File: src/rtl/conv_config_sequencer.sv
// Shadow config register file streamed to the conv datapath over a valid/ready link.
// Optional CONFIG_CHECKSUM_EN adds cfg_checksum: XOR of the bytes sent in the current LOAD.
module conv_config_sequencer #(
  parameter int CONFIG_ADDR_WIDTH = 8,
  parameter int CONFIG_DATA_WIDTH = 8,
  parameter int NUM_REGS          = 34
) (
  input  logic                                       clk,
  input  logic                                       rst_n,
  input  logic                                       host_wr_en,
  input  logic [CONFIG_ADDR_WIDTH-1:0]               host_wr_adr,
  input  logic [CONFIG_DATA_WIDTH-1:0]               host_wr_data,
  output logic                                       host_wr_err,
  input  logic                                       start,
  input  logic                                       stop,
  output logic [CONFIG_ADDR_WIDTH+CONFIG_DATA_WIDTH-1:0] config_data,
  output logic                                       config_vld,
  input  logic                                       config_rdy,
  output logic                                       run_en,
  output logic                                       busy,
`ifdef CONFIG_CHECKSUM_EN
  output logic [CONFIG_DATA_WIDTH-1:0]               cfg_checksum,
`endif
  output logic                                       done
);

  localparam int AW = CONFIG_ADDR_WIDTH;
  localparam int DW = CONFIG_DATA_WIDTH;
  localparam logic [AW-1:0] LAST_IDX = AW'(NUM_REGS - 1);

  typedef enum logic [1:0] {IDLE, LOAD, RUN} state_t;

  state_t           state_q, state_d;
  logic [AW-1:0]    idx_q, idx_d;
  logic [AW+DW-1:0] config_data_q, config_data_d;
  logic             config_vld_q, config_vld_d;
  logic             run_en_q, run_en_d;
  logic             busy_q, busy_d;
  logic             done_q, done_d;
  logic             host_wr_err_q, host_wr_err_d;
`ifdef CONFIG_CHECKSUM_EN
  logic [DW-1:0]    checksum_q, checksum_d;
`endif

  logic [DW-1:0]    shadow_q [NUM_REGS];
  logic             wr_ok;
  logic             xfer;
  logic [AW-1:0]    rd_idx;
  logic [DW-1:0]    rd_data;

  assign wr_ok = host_wr_en && (state_q == IDLE) && (host_wr_adr <= LAST_IDX);
  assign xfer  = config_vld_q && config_rdy;

  always_ff @(posedge clk or negedge rst_n) begin
    if (!rst_n) begin
      for (int r = 0; r < NUM_REGS; r++) shadow_q[r] <= '0;
    end else if (wr_ok) begin
      for (int r = 0; r < NUM_REGS; r++) begin
        if (host_wr_adr == AW'(r)) shadow_q[r] <= host_wr_data;
      end
    end
  end

  // Address of the word to present next: index 0 on start, idx+1 while loading.
  assign rd_idx = (state_q == LOAD) ? idx_q + 1'b1 : '0;

  // A write landing on the same edge as start is forwarded so index 0 is never stale.
  always_comb begin
    rd_data = '0;
    for (int r = 0; r < NUM_REGS; r++) begin
      if (rd_idx == AW'(r)) rd_data = shadow_q[r];
    end
    if (wr_ok && (host_wr_adr == rd_idx)) rd_data = host_wr_data;
  end

  always_comb begin
    state_d       = state_q;
    idx_d         = idx_q;
    config_data_d = config_data_q;
    config_vld_d  = config_vld_q;
    run_en_d      = run_en_q;
    done_d        = 1'b0;
    host_wr_err_d = host_wr_en && !wr_ok;
`ifdef CONFIG_CHECKSUM_EN
    checksum_d    = checksum_q;
`endif
    case (state_q)
      IDLE: begin
        if (start) begin
          state_d       = LOAD;
          idx_d         = '0;
          config_vld_d  = 1'b1;
          config_data_d = {rd_idx, rd_data};
`ifdef CONFIG_CHECKSUM_EN
          checksum_d    = '0;
`endif
        end
      end
      LOAD: begin
        if (xfer) begin
`ifdef CONFIG_CHECKSUM_EN
          checksum_d = checksum_q ^ config_data_q[DW-1:0];
`endif
          if (idx_q == LAST_IDX) begin
            state_d      = RUN;
            config_vld_d = 1'b0;
            run_en_d     = 1'b1;
            done_d       = 1'b1;
          end else begin
            idx_d         = rd_idx;
            config_data_d = {rd_idx, rd_data};
          end
        end
      end
      RUN: begin
        // stop has priority; start is never looked at here
        if (stop) begin
          state_d  = IDLE;
          run_en_d = 1'b0;
        end
      end
      default: begin
        state_d      = IDLE;
        config_vld_d = 1'b0;
        run_en_d     = 1'b0;
      end
    endcase
    busy_d = (state_d != IDLE);
  end

  always_ff @(posedge clk or negedge rst_n) begin
    if (!rst_n) begin
      state_q       <= IDLE;
      idx_q         <= '0;
      config_data_q <= '0;
      config_vld_q  <= 1'b0;
      run_en_q      <= 1'b0;
      busy_q        <= 1'b0;
      done_q        <= 1'b0;
      host_wr_err_q <= 1'b0;
`ifdef CONFIG_CHECKSUM_EN
      checksum_q    <= '0;
`endif
    end else begin
      state_q       <= state_d;
      idx_q         <= idx_d;
      config_data_q <= config_data_d;
      config_vld_q  <= config_vld_d;
      run_en_q      <= run_en_d;
      busy_q        <= busy_d;
      done_q        <= done_d;
      host_wr_err_q <= host_wr_err_d;
`ifdef CONFIG_CHECKSUM_EN
      checksum_q    <= checksum_d;
`endif
    end
  end

  assign config_data = config_data_q;
  assign config_vld  = config_vld_q;
  assign run_en      = run_en_q;
  assign busy        = busy_q;
  assign done        = done_q;
  assign host_wr_err = host_wr_err_q;
`ifdef CONFIG_CHECKSUM_EN
  assign cfg_checksum = checksum_q;
`endif

endmodule

File: config.mk
export PLATFORM = sky130hd
export DESIGN_NAME = conv_config_sequencer
export DESIGN_NICKNAME = d
export VERILOG_FILES = /design/src/rtl/conv_config_sequencer.sv
export SDC_FILE = /design/constraint.sdc
export NUM_CORES = 1
export LEC_CHECK = 0
export CORE_MARGIN = 2
export CORE_UTILIZATION = 49
export DETAILED_ROUTE_END_ITERATION = 16
export PLACE_DENSITY_LB_ADDON = 0.1
export SETUP_SLACK_MARGIN = 0.02
export SYNTH_ARGS = -nofsm -noshare
export SYNTH_HDL_FRONTEND = slang
export SYNTH_SLANG_ARGS = --single-unit
File: constraint.sdc
create_clock -name clk -period 4 [get_ports clk]
set_input_delay 1 -clock clk [delete_from_list [all_inputs] [get_ports clk]]
set_output_delay 1 -clock clk [all_outputs]
set_load 0.01 [all_outputs]
# Word level (Yosys, flattened, before mapping)
# Cells that the tools add are included.
dict set report totals {
  regBits 303
  input_bits 22
  out_inout_bits 21
  elab_cells 229
}
dict set report op_classes {
  addsub 1
  magnitude_cmp 1
  n_eq_ne 75
  muxes 60
  bitwise 2
  reduce_logical 48
}
# cell n
set op_table {}
lappend op_table {{8-bit two-way mux} 39}
lappend op_table {{8-bit by 5-bit equality test with 1-bit output, second input constant} 32}
lappend op_table {{8-bit by 4-bit equality test with 1-bit output, second input constant} 16}
lappend op_table {{2-bit AND reduction} 34}
lappend op_table {{8-bit by 3-bit equality test with 1-bit output, second input constant} 8}
lappend op_table {{16-bit two-way mux} 3}
lappend op_table {{8-bit by 6-bit equality test with 1-bit output, second input constant} 5}
lappend op_table {{8-bit by 2-bit equality test with 1-bit output, second input constant} 4}
lappend op_table {{16-bit case mux with 2 select lines} 1}
lappend op_table {{8-bit by 1-bit equality test with 1-bit output, second input constant} 2}
lappend op_table {{8-bit logical NOT} 2}
lappend op_table {{8-bit case mux with 2 select lines} 1}
lappend op_table {{4-bit AND reduction} 3}
lappend op_table {{1-bit two-way mux} 9}
lappend op_table {{8-bit by 1-bit adder with 8-bit output, second input constant} 1}
lappend op_table {{8-bit equality test} 1}
lappend op_table {{8-bit by 6-bit less-or-equal comparator with 1-bit output, second input constant} 1}
lappend op_table {{2-bit two-way mux} 4}
lappend op_table {{2-bit inequality test, second input constant} 4}
lappend op_table {{1-bit case mux with 3 select lines} 2}
lappend op_table {{2-bit case mux with 3 select lines} 1}
lappend op_table {{1-bit logical AND} 5}
lappend op_table {{2-bit nonzero test} 2}
lappend op_table {{2-bit by 1-bit equality test with 1-bit output, second input constant} 1}
lappend op_table {{5 further kinds} 6}

# Depth between registers and ports, before layout
# Gate-level depths: netlist of run 1.
dict set report logic_depth {
  ltp_word 41
  mapped_depth 14
  ltp_nobuf 11
}

# Least setup slack after synthesis of run 1
# Ideal clock, no wire load.
dict set report synth_path {
  path_type {input to register}
  from {in host_wr_adr[2]}
  to {reg config_data_q[0] (netlist: config_data[0])}
  setup_ns 0.127
  arrival_ns 2.918
  required_ns 3.873
  setup_slack_ns 0.955
  path_stages 11
  n_path_buf 3
  cell_sequence {clkbuf_1 > o41ai_1 > and3_1 > clkbuf_1 > nand3_1 > or3b_1 > buf_4 > o221a_1 > a21oi_1 > a41o_1 > o31ai_1}
}
dict set report synth_between {
  elab_chain_len 7
}
# item line
set synth_rtl {}
lappend synth_rtl {{from (decl)} 11} ;# input logic [CONFIG_ADDR_WIDTH-1:0] host_wr_adr,
lappend synth_rtl {{8-bit by 6-bit less-or-equal comparator with 1-bit output} 51} ;# assign wr_ok = host_wr_en && (state_q == IDLE) && (host_wr_adr <= LAST_IDX);
lappend synth_rtl {{1-bit logical AND} 51}
lappend synth_rtl {{1-bit logical AND (*)} 73} ;# if (wr_ok && (host_wr_adr == rd_idx)) rd_data = host_wr_data;
lappend synth_rtl {{8-bit two-way mux (*)} 73}
lappend synth_rtl {{16-bit two-way mux} 104} ;# if (idx_q == LAST_IDX) begin
lappend synth_rtl {{16-bit two-way mux} 100} ;# if (xfer) begin
lappend synth_rtl {{16-bit case mux with 2 select lines (*)} 87} ;# case (state_q)
lappend synth_rtl {{to (signal assigned)} 147} ;# config_data_q <= config_data_d;
lappend synth_rtl {{to (decl)} 35} ;# logic [AW+DW-1:0] config_data_q, config_data_d;
# Every way passes the cells marked *; elsewhere a longest branch is shown, timed or not. The select of a mux whose other input is x is not followed.
# A chain may end at the register's enable or synchronous reset.

# Worst setup path in the final report of run 1
dict set report layout_path {
  from {reg idx_q[1]}
  to {reg config_data_q[7] (netlist: config_data[7])}
}
dict set report layout_between {
  elab_chain_len 41
}
# item line
set layout_rtl {}
lappend layout_rtl {{from (decl)} 34} ;# logic [AW-1:0] idx_q, idx_d;
lappend layout_rtl {{from (signal assigned)} 146} ;# idx_q <= idx_d;
lappend layout_rtl {{8-bit by 1-bit adder with 8-bit output} 65} ;# assign rd_idx = (state_q == LOAD) ? idx_q + 1'b1 : '0;
lappend layout_rtl {{8-bit two-way mux} 65}
lappend layout_rtl {{8-bit logical NOT} 71} ;# if (rd_idx == AW'(r)) rd_data = shadow_q[r];
lappend layout_rtl {{8-bit two-way mux (34 in a row)} 71}
lappend layout_rtl {{8-bit two-way mux} 73}
lappend layout_rtl {{16-bit two-way mux} 104}
lappend layout_rtl {{16-bit two-way mux} 100}
lappend layout_rtl {{16-bit case mux with 2 select lines} 87}
# Parallel ways exist; a longest one is shown, timed or not. The select of a mux whose other input is x is not followed.

==> flow_metrics.env, run 1 <==
export IMPL_fin_tns_setup_ns=0
export IMPL_syn_nets=1460
export IMPL_async_reset_ff_share_pct=100
export IMPL_finalCritPeriodShare_pct=90.4
export IMPL_rsz0062_at_grt="no"
export IMPL_endpoint_kind="flop"
export IMPL_final_area_mm2=0.0181
export IMPL_die_area_mm2=0.0330
export IMPL_grt_pass1_wl_um=85000
export IMPL_hold_depth=2
export IMPL_rr_worst_depth=11
export IMPL_hold_violations=0
export IMPL_period_needed_ns=3.62
export IMPL_cts_root_buffer="clkbuf_16"
export IMPL_worst_path_max_fanout=8
export IMPL_final_core_util_pct=57.8
export IMPL_postCtsSetupRepairBufs=0
export IMPL_ant_nets=0
export IMPL_overflow=0
export IMPL_cts_tree="built"
export IMPL_dieHeight_um=182
export IMPL_num_nets_final=1573
export IMPL_start_util_pct=49.4
export IMPL_coreArea_mm2=0.0313
export IMPL_totalWireLength_um=56800
export IMPL_dr_pass1_iters=5
export IMPL_rr_startpoint="idx_q[1]"
export IMPL_cts_sinks=295
export IMPL_cts_htree_levels=2
export IMPL_ctsHoldBuffers=0
export IMPL_syn2layout_area_growth_pct=17.1
export IMPL_fin_ws_ns=0.384
export IMPL_fin_skew_ns=0.00855
export IMPL_num_antenna_cells=0
export IMPL_netlist_area_mm2=0.0155
export IMPL_cts_clk_slew_worst_paths_ns=0.06
export IMPL_num_rows=65
export IMPL_boundaryPins=43
export IMPL_synthCells=1436
export IMPL_synth_cell_types=105
export IMPL_seq_area_frac_synth_pct=47.8
export IMPL_drc_errors=0
export IMPL_worstSetupPathType="flop to flop"
export IMPL_setup_viol=0
export IMPL_min_to="shadow_q[181]"
export IMPL_hp_start="shadow_q[181]"
export IMPL_critPathArrivalTime_ns=4.06
export IMPL_vias_per_cell=6.61
export IMPL_maxCapViolCount=0
export IMPL_numCtsBuffers=35
export IMPL_synthFlopType="dfrtp_1"
export IMPL_dr_total_vias=13050
export IMPL_synth_enable_flop_cells=0
export IMPL_grtUsageTotal_pct=34.7
export IMPL_grt_pass1_vias=12712
export IMPL_power_density_mw_per_mm2=627
export IMPL_final_layout_size_suffix_gt1_share_pct=30.5
export IMPL_fill_cells=2669
export IMPL_post_synth_cell_area_avg_um2=10.8
export IMPL_p_leak_uw=0.00835
export IMPL_worst_pin_slew_ns=0.893
export IMPL_cts_buffer_depth=3
export IMPL_status="complete, no violations"
export IMPL_r2r_end="config_data[7]"
export IMPL_clk_latency_ns=0.52
export IMPL_cts_resized=0
export IMPL_hp_class="flop to flop"
export IMPL_port_buffers=42
export IMPL_die_w_um=182
export IMPL_place_gp_congestion=0.952
export IMPL_yosys_warnings=0
export IMPL_dpl_hpwl_um=39300
export IMPL_dpl_cell_area_mm2=0.0169
export IMPL_cp_required_ns=4.45
export IMPL_ys_ff_latch=295
export IMPL_ir_drop_mv=0.408
export IMPL_multi_input_area_mm2=0.00756
export IMPL_rrSetupSlack_ns=0.38
export IMPL_antenna_found_initial=0
export IMPL_avgRoutedWirePerCell_um=28.7
export IMPL_drt_first_iter_violations=1528
export IMPL_start_kind="flop"
export IMPL_ff_latch_area_mm2=0.00738
export IMPL_max_freq_ghz=0.277
export IMPL_place_worst_setup_slack_ns=0.389
export IMPL_grt_max_degree=92
export IMPL_slew_headroom_pct=40.4
export IMPL_slew_viol_final=0
registers in the layout, indices dropped and copies added (netlist names):
name / cells
config_vld: 1
done: 1
run_en: 1
config_data: 8
host_wr_err: 1
idx_q: 8
shadow_q: 272
state_q: 2
busy: 1
per-stage QoR:
step | power, uW | hold slack, ns | cells
floorplan | 5840 | 0.449 | 1436
global placement | 8000 | 0.462 | 1914
detailed placement | 8010 | 0.471 | 1914
CTS | 11200 | 0.484 | 1975
global route | 11700 | 0.499 | 1975
finish | 11300 | 0.484 | 1975
synthesized netlist by cell type (all sizes together), types with 10 or more instances:
cell,count,area (um^2)
a221oi,19,166
o22ai,32,200
mux2,244,2750
nor3,41,241
nor2,102,402
dfrtp,295,7380
inv,13,48.8
nand3,51,278
clkbuf,54,203
a31oi,13,81.3
a211oi,10,85.1
o21ai,95,479
nand2b,10,70.1
nand4,24,150
buf,45,299
nand2,124,470
a22oi,29,218
a21oi,34,170
nor4,19,125
cell type report:
type / count / share of cell area, %
clock buffers: 53 / 5.94
inverters: 14 / 0.290
flip-flops and latches: 295 / 40.8
multi-input cells: 1028 / 41.8
repair buffers: 175 / 8.00
well taps: 402 / 2.78
clock inverters: 8 / 0.463
critical path, stage by stage (launching register included):
cell and delay, ns:
dfrtp_1 0.40, inv_1 0.07, ha_1 0.37, buf_4 0.21, and2_1 0.40, nand2_1 0.31
buf_4 0.24, nor4_1 0.70, a221oi_1 0.21, o21ai_0 0.39, a221oi_1 0.13, o21ai_1 0.10
layer usage:
metal | global-route usage, % | part of all wire (%)
met3 | 4.77 | 7.8
met1 | 51.5 | 44
met2 | 52.6 | 44
met4 | 11.1 | 3.4
met5 | 0 | 0
power by group:
group / switching, uW / leakage [uW] / internal (uW)
Clock: 1280 / 0.000575 / 1920
Combinational: 3380 / 0.00371 / 1580
Sequential: 116 / 0.00407 / 3070
Total: 4780 / 0.00835 / 6560
worst max path at each step:
stage	from	endpoint
floorplan	host_wr_adr[2]	config_data[0]
global placement	host_wr_adr[4]	config_data[0]
detailed placement	host_wr_adr[4]	config_data[7]
CTS	idx_q[2]	config_data[1]
global route	idx_q[2]	config_data[1]
finish	idx_q[1]	config_data[7]
logic make-up after synthesis:
family                   share of synthesized area, %
AND/OR/NAND/NOR                                  14.4
AO/OA/AOI/OAI                                    15.1
flip-flops                                       47.8
multiplexers                                     18.3
buffers and inverters                            3.59
XOR/XNOR                                        0.607
adder cells (fa/ha/maj)                         0.162
layout by cell type (no fill, tap or decap), types with 16 or more instances in the layout:
master / count
nor4_1: 16
nand2_1: 122
o22ai_1: 32
dfrtp_1: 295
a22oi_1: 29
buf_4: 131
clkbuf_16: 36
o21ai_0: 86
nor3_1: 35
nor2_1: 100
mux2_2: 243
nand3_1: 48
a221oi_1: 19
clkdlybuf4s50_1: 41
a21oi_1: 34
nand4_1: 24
Power figures use the tool's default switching activity.
==> run 2, diff against run 1 <==
--- a/config.mk
+++ b/config.mk
@@ -10,6 +10,7 @@
 export DETAILED_ROUTE_END_ITERATION = 16
 export PLACE_DENSITY_LB_ADDON = 0.1
 export SETUP_SLACK_MARGIN = 0.02
+export SLEW_MARGIN = 20
 export SYNTH_ARGS = -nofsm -noshare
 export SYNTH_HDL_FRONTEND = slang
 export SYNTH_SLANG_ARGS = --single-unit
==> results of run 2 <==
Same layout as run 1: the final DEF is identical, and so are final timing and power.
==> RTL edit, RTL diff (flow settings as in run 2) <==
Change the parameter `CONFIG_DATA_WIDTH` from 8 to 9.
--- a/src/rtl/conv_config_sequencer.sv
+++ b/src/rtl/conv_config_sequencer.sv
@@ -2,7 +2,7 @@
 // Optional CONFIG_CHECKSUM_EN adds cfg_checksum: XOR of the bytes sent in the current LOAD.
 module conv_config_sequencer #(
   parameter int CONFIG_ADDR_WIDTH = 8,
-  parameter int CONFIG_DATA_WIDTH = 8,
+  parameter int CONFIG_DATA_WIDTH = 9,
   parameter int NUM_REGS          = 34
 ) (
   input  logic                                       clk,
Interface: changed (resized config_data and host_wr_data); port bits go from 43 to 45. No check against the original RTL was run, so the function may have changed too.
==> RTL edit against run 2 <==
- sequential cell count rose by 36
- global-route usage shrank 3.6 points
- sequential share of layout area up 2.1 points
- maximum frequency decreased by 5.5%
- final area rose by 6.8%
- sequential power increased by 10%
- setup slack got worse by 210 ps
- total power down 6.9%
- area after synthesis grew 6.6%
- hold slack lost 5.0 ps
- wire length fell by 4.4%
- critical path depth unchanged
- die area grew 6.4%
- critical endpoint is now config_data[6]
- largest cell class is now flip-flops and latches
==> RTL edit: results <==
[status]
status = finished, final reports clean

[power_and_ir_drop]
max-vdd-ir-drop_mv = 0.298
p_leak_nw = 9.10

[worst_hold_path]
hold_class = flip-flop to flip-flop
min_to = config_data[11]
worstHoldStart = config_data[11]

[setup_path]
cp_max_fo = 41
reg2reg_depth = 11
arrival_ps = 4280
cpPeakStageDelay_ps = 700
crit_start = idx_q[1]
critical-path-top-delay-family = simple AND/OR/NAND/NOR gates
r2r-end = config_data[6]
cp_slowest_cell = nor3_1

[route]
via_per_inst = 6.45
avgRoutedWirePerCell_um = 26.8
drtIter0Drc = 1455
drtPass1Iterations = 7

[layout]
n_antenna_cell = 0
drive_gt1_frac = 0.339
nets = 1572
nFillCells = 2826
fin_cells = 2021
largest_reg_flops = 306

[synth]
synthTopCellsByArea = dfrtp_1 (50%), mux2_2 (21%), nor2_1 (2.0%)
synthCells = 1439
ys_types = 88
ys_seq_area_frac = 0.503
syn-num-nets = 1464
synthTopCellsByCount = dfrtp_1 (331), mux2_2 (306), nor2_1 (86)
synth_ff_type = dfrtp_1
synthArstFlopShare = 1.00

[cts]
cts-htree-levels = 2
worstSkewPairLatency_ps = 530
cts_buffers = 37

[global_routing]
grt_util_all_layers = 0.310
grt_max_degree = 95
grt_pass1_wl_mm = 82.8
grt_pass1_vias = 13055

[placement]
placed_area_mm2 = 0.0181
place.gp.congestion = 0.917
io_buffers = 44
dp_slack_ps = 198
dp_hpwl_mm = 37.1
dp_cells = 1956

[timing]
finalHoldViolCount = 0
setup_slack_ps = 175
maxSlewHeadroom = 0.448
hold_ws_ps = 479
clock_skew_ps = 15.8
[RTL edit: cell types whose count changed in the layout (fill, tap and decap cells not counted), sizes merged, moves of 11 or more]
cell	change
and3	+12
mux2	+62
dfrtp	+36
nor4	-11
a21oi	+12
o21ai	-30
nand2	-43
[RTL edit: how the worst max path moves through the flow]
stage                     end  slack, ps
2_1_floorplan   shadow_q[299]        720
3_3_place_gp     shadow_q[13]        230
3_5_place_dp   config_data[4]        200
4_1_cts        config_data[4]        190
5_1_grt        config_data[8]         60
6_report       config_data[6]        180
[RTL edit: power breakdown]
group | internal, mW | leakage, nW | switching, mW
Sequential | 3.41 | 4.57 | 0.0943
Clock | 2.09 | 0.603 | 1.39
Combinational | 1.19 | 3.93 | 2.37
[RTL edit: kinds of logic (layout without fill, tap and decap cells)]
logic type      Yosys count  in the layout  synth area share
simple gates            357            357             0.113
compound gates          308            308             0.130
buf+inv                 114            248            0.0306
mux                     318            318             0.217
flops                   331            331             0.503
fa+ha+maj                 2              2           0.00152
xor+xnor                  9              9           0.00524
[RTL edit: layout make-up]
cell class	instances	area (µm²)	share of cell area
Tap cell	448	561	0.0290
Inverter	12	45.0	0.00233
Clock inverter	10	139	0.00719
Timing Repair Buffer	171	1490	0.0769
Sequential cell	331	8280	0.429
Multi-Input combinational cell	994	7720	0.399
Clock buffer	55	1100	0.0567
[RTL edit: per-layer routing]
metal  wire length, µm  vias up  share of wire  global-route usage
met1             24200     6646           0.45               0.456
met5                 0        -              0                   0
met4              2310        0          0.043               0.124
li1                  -     5615              -                   -
met2             23400      632           0.43               0.457
met3              4340      139          0.080              0.0520
[RTL edit: timing repair]
| action | CTS | global route |
|---|---|---|
| hold buffers | 0 | 0 |
| endpoints found under the hold margin | 0 | 0 |
| gates resized for setup | 0 | 3 |
| endpoints found under the setup margin | 0 | 4 |
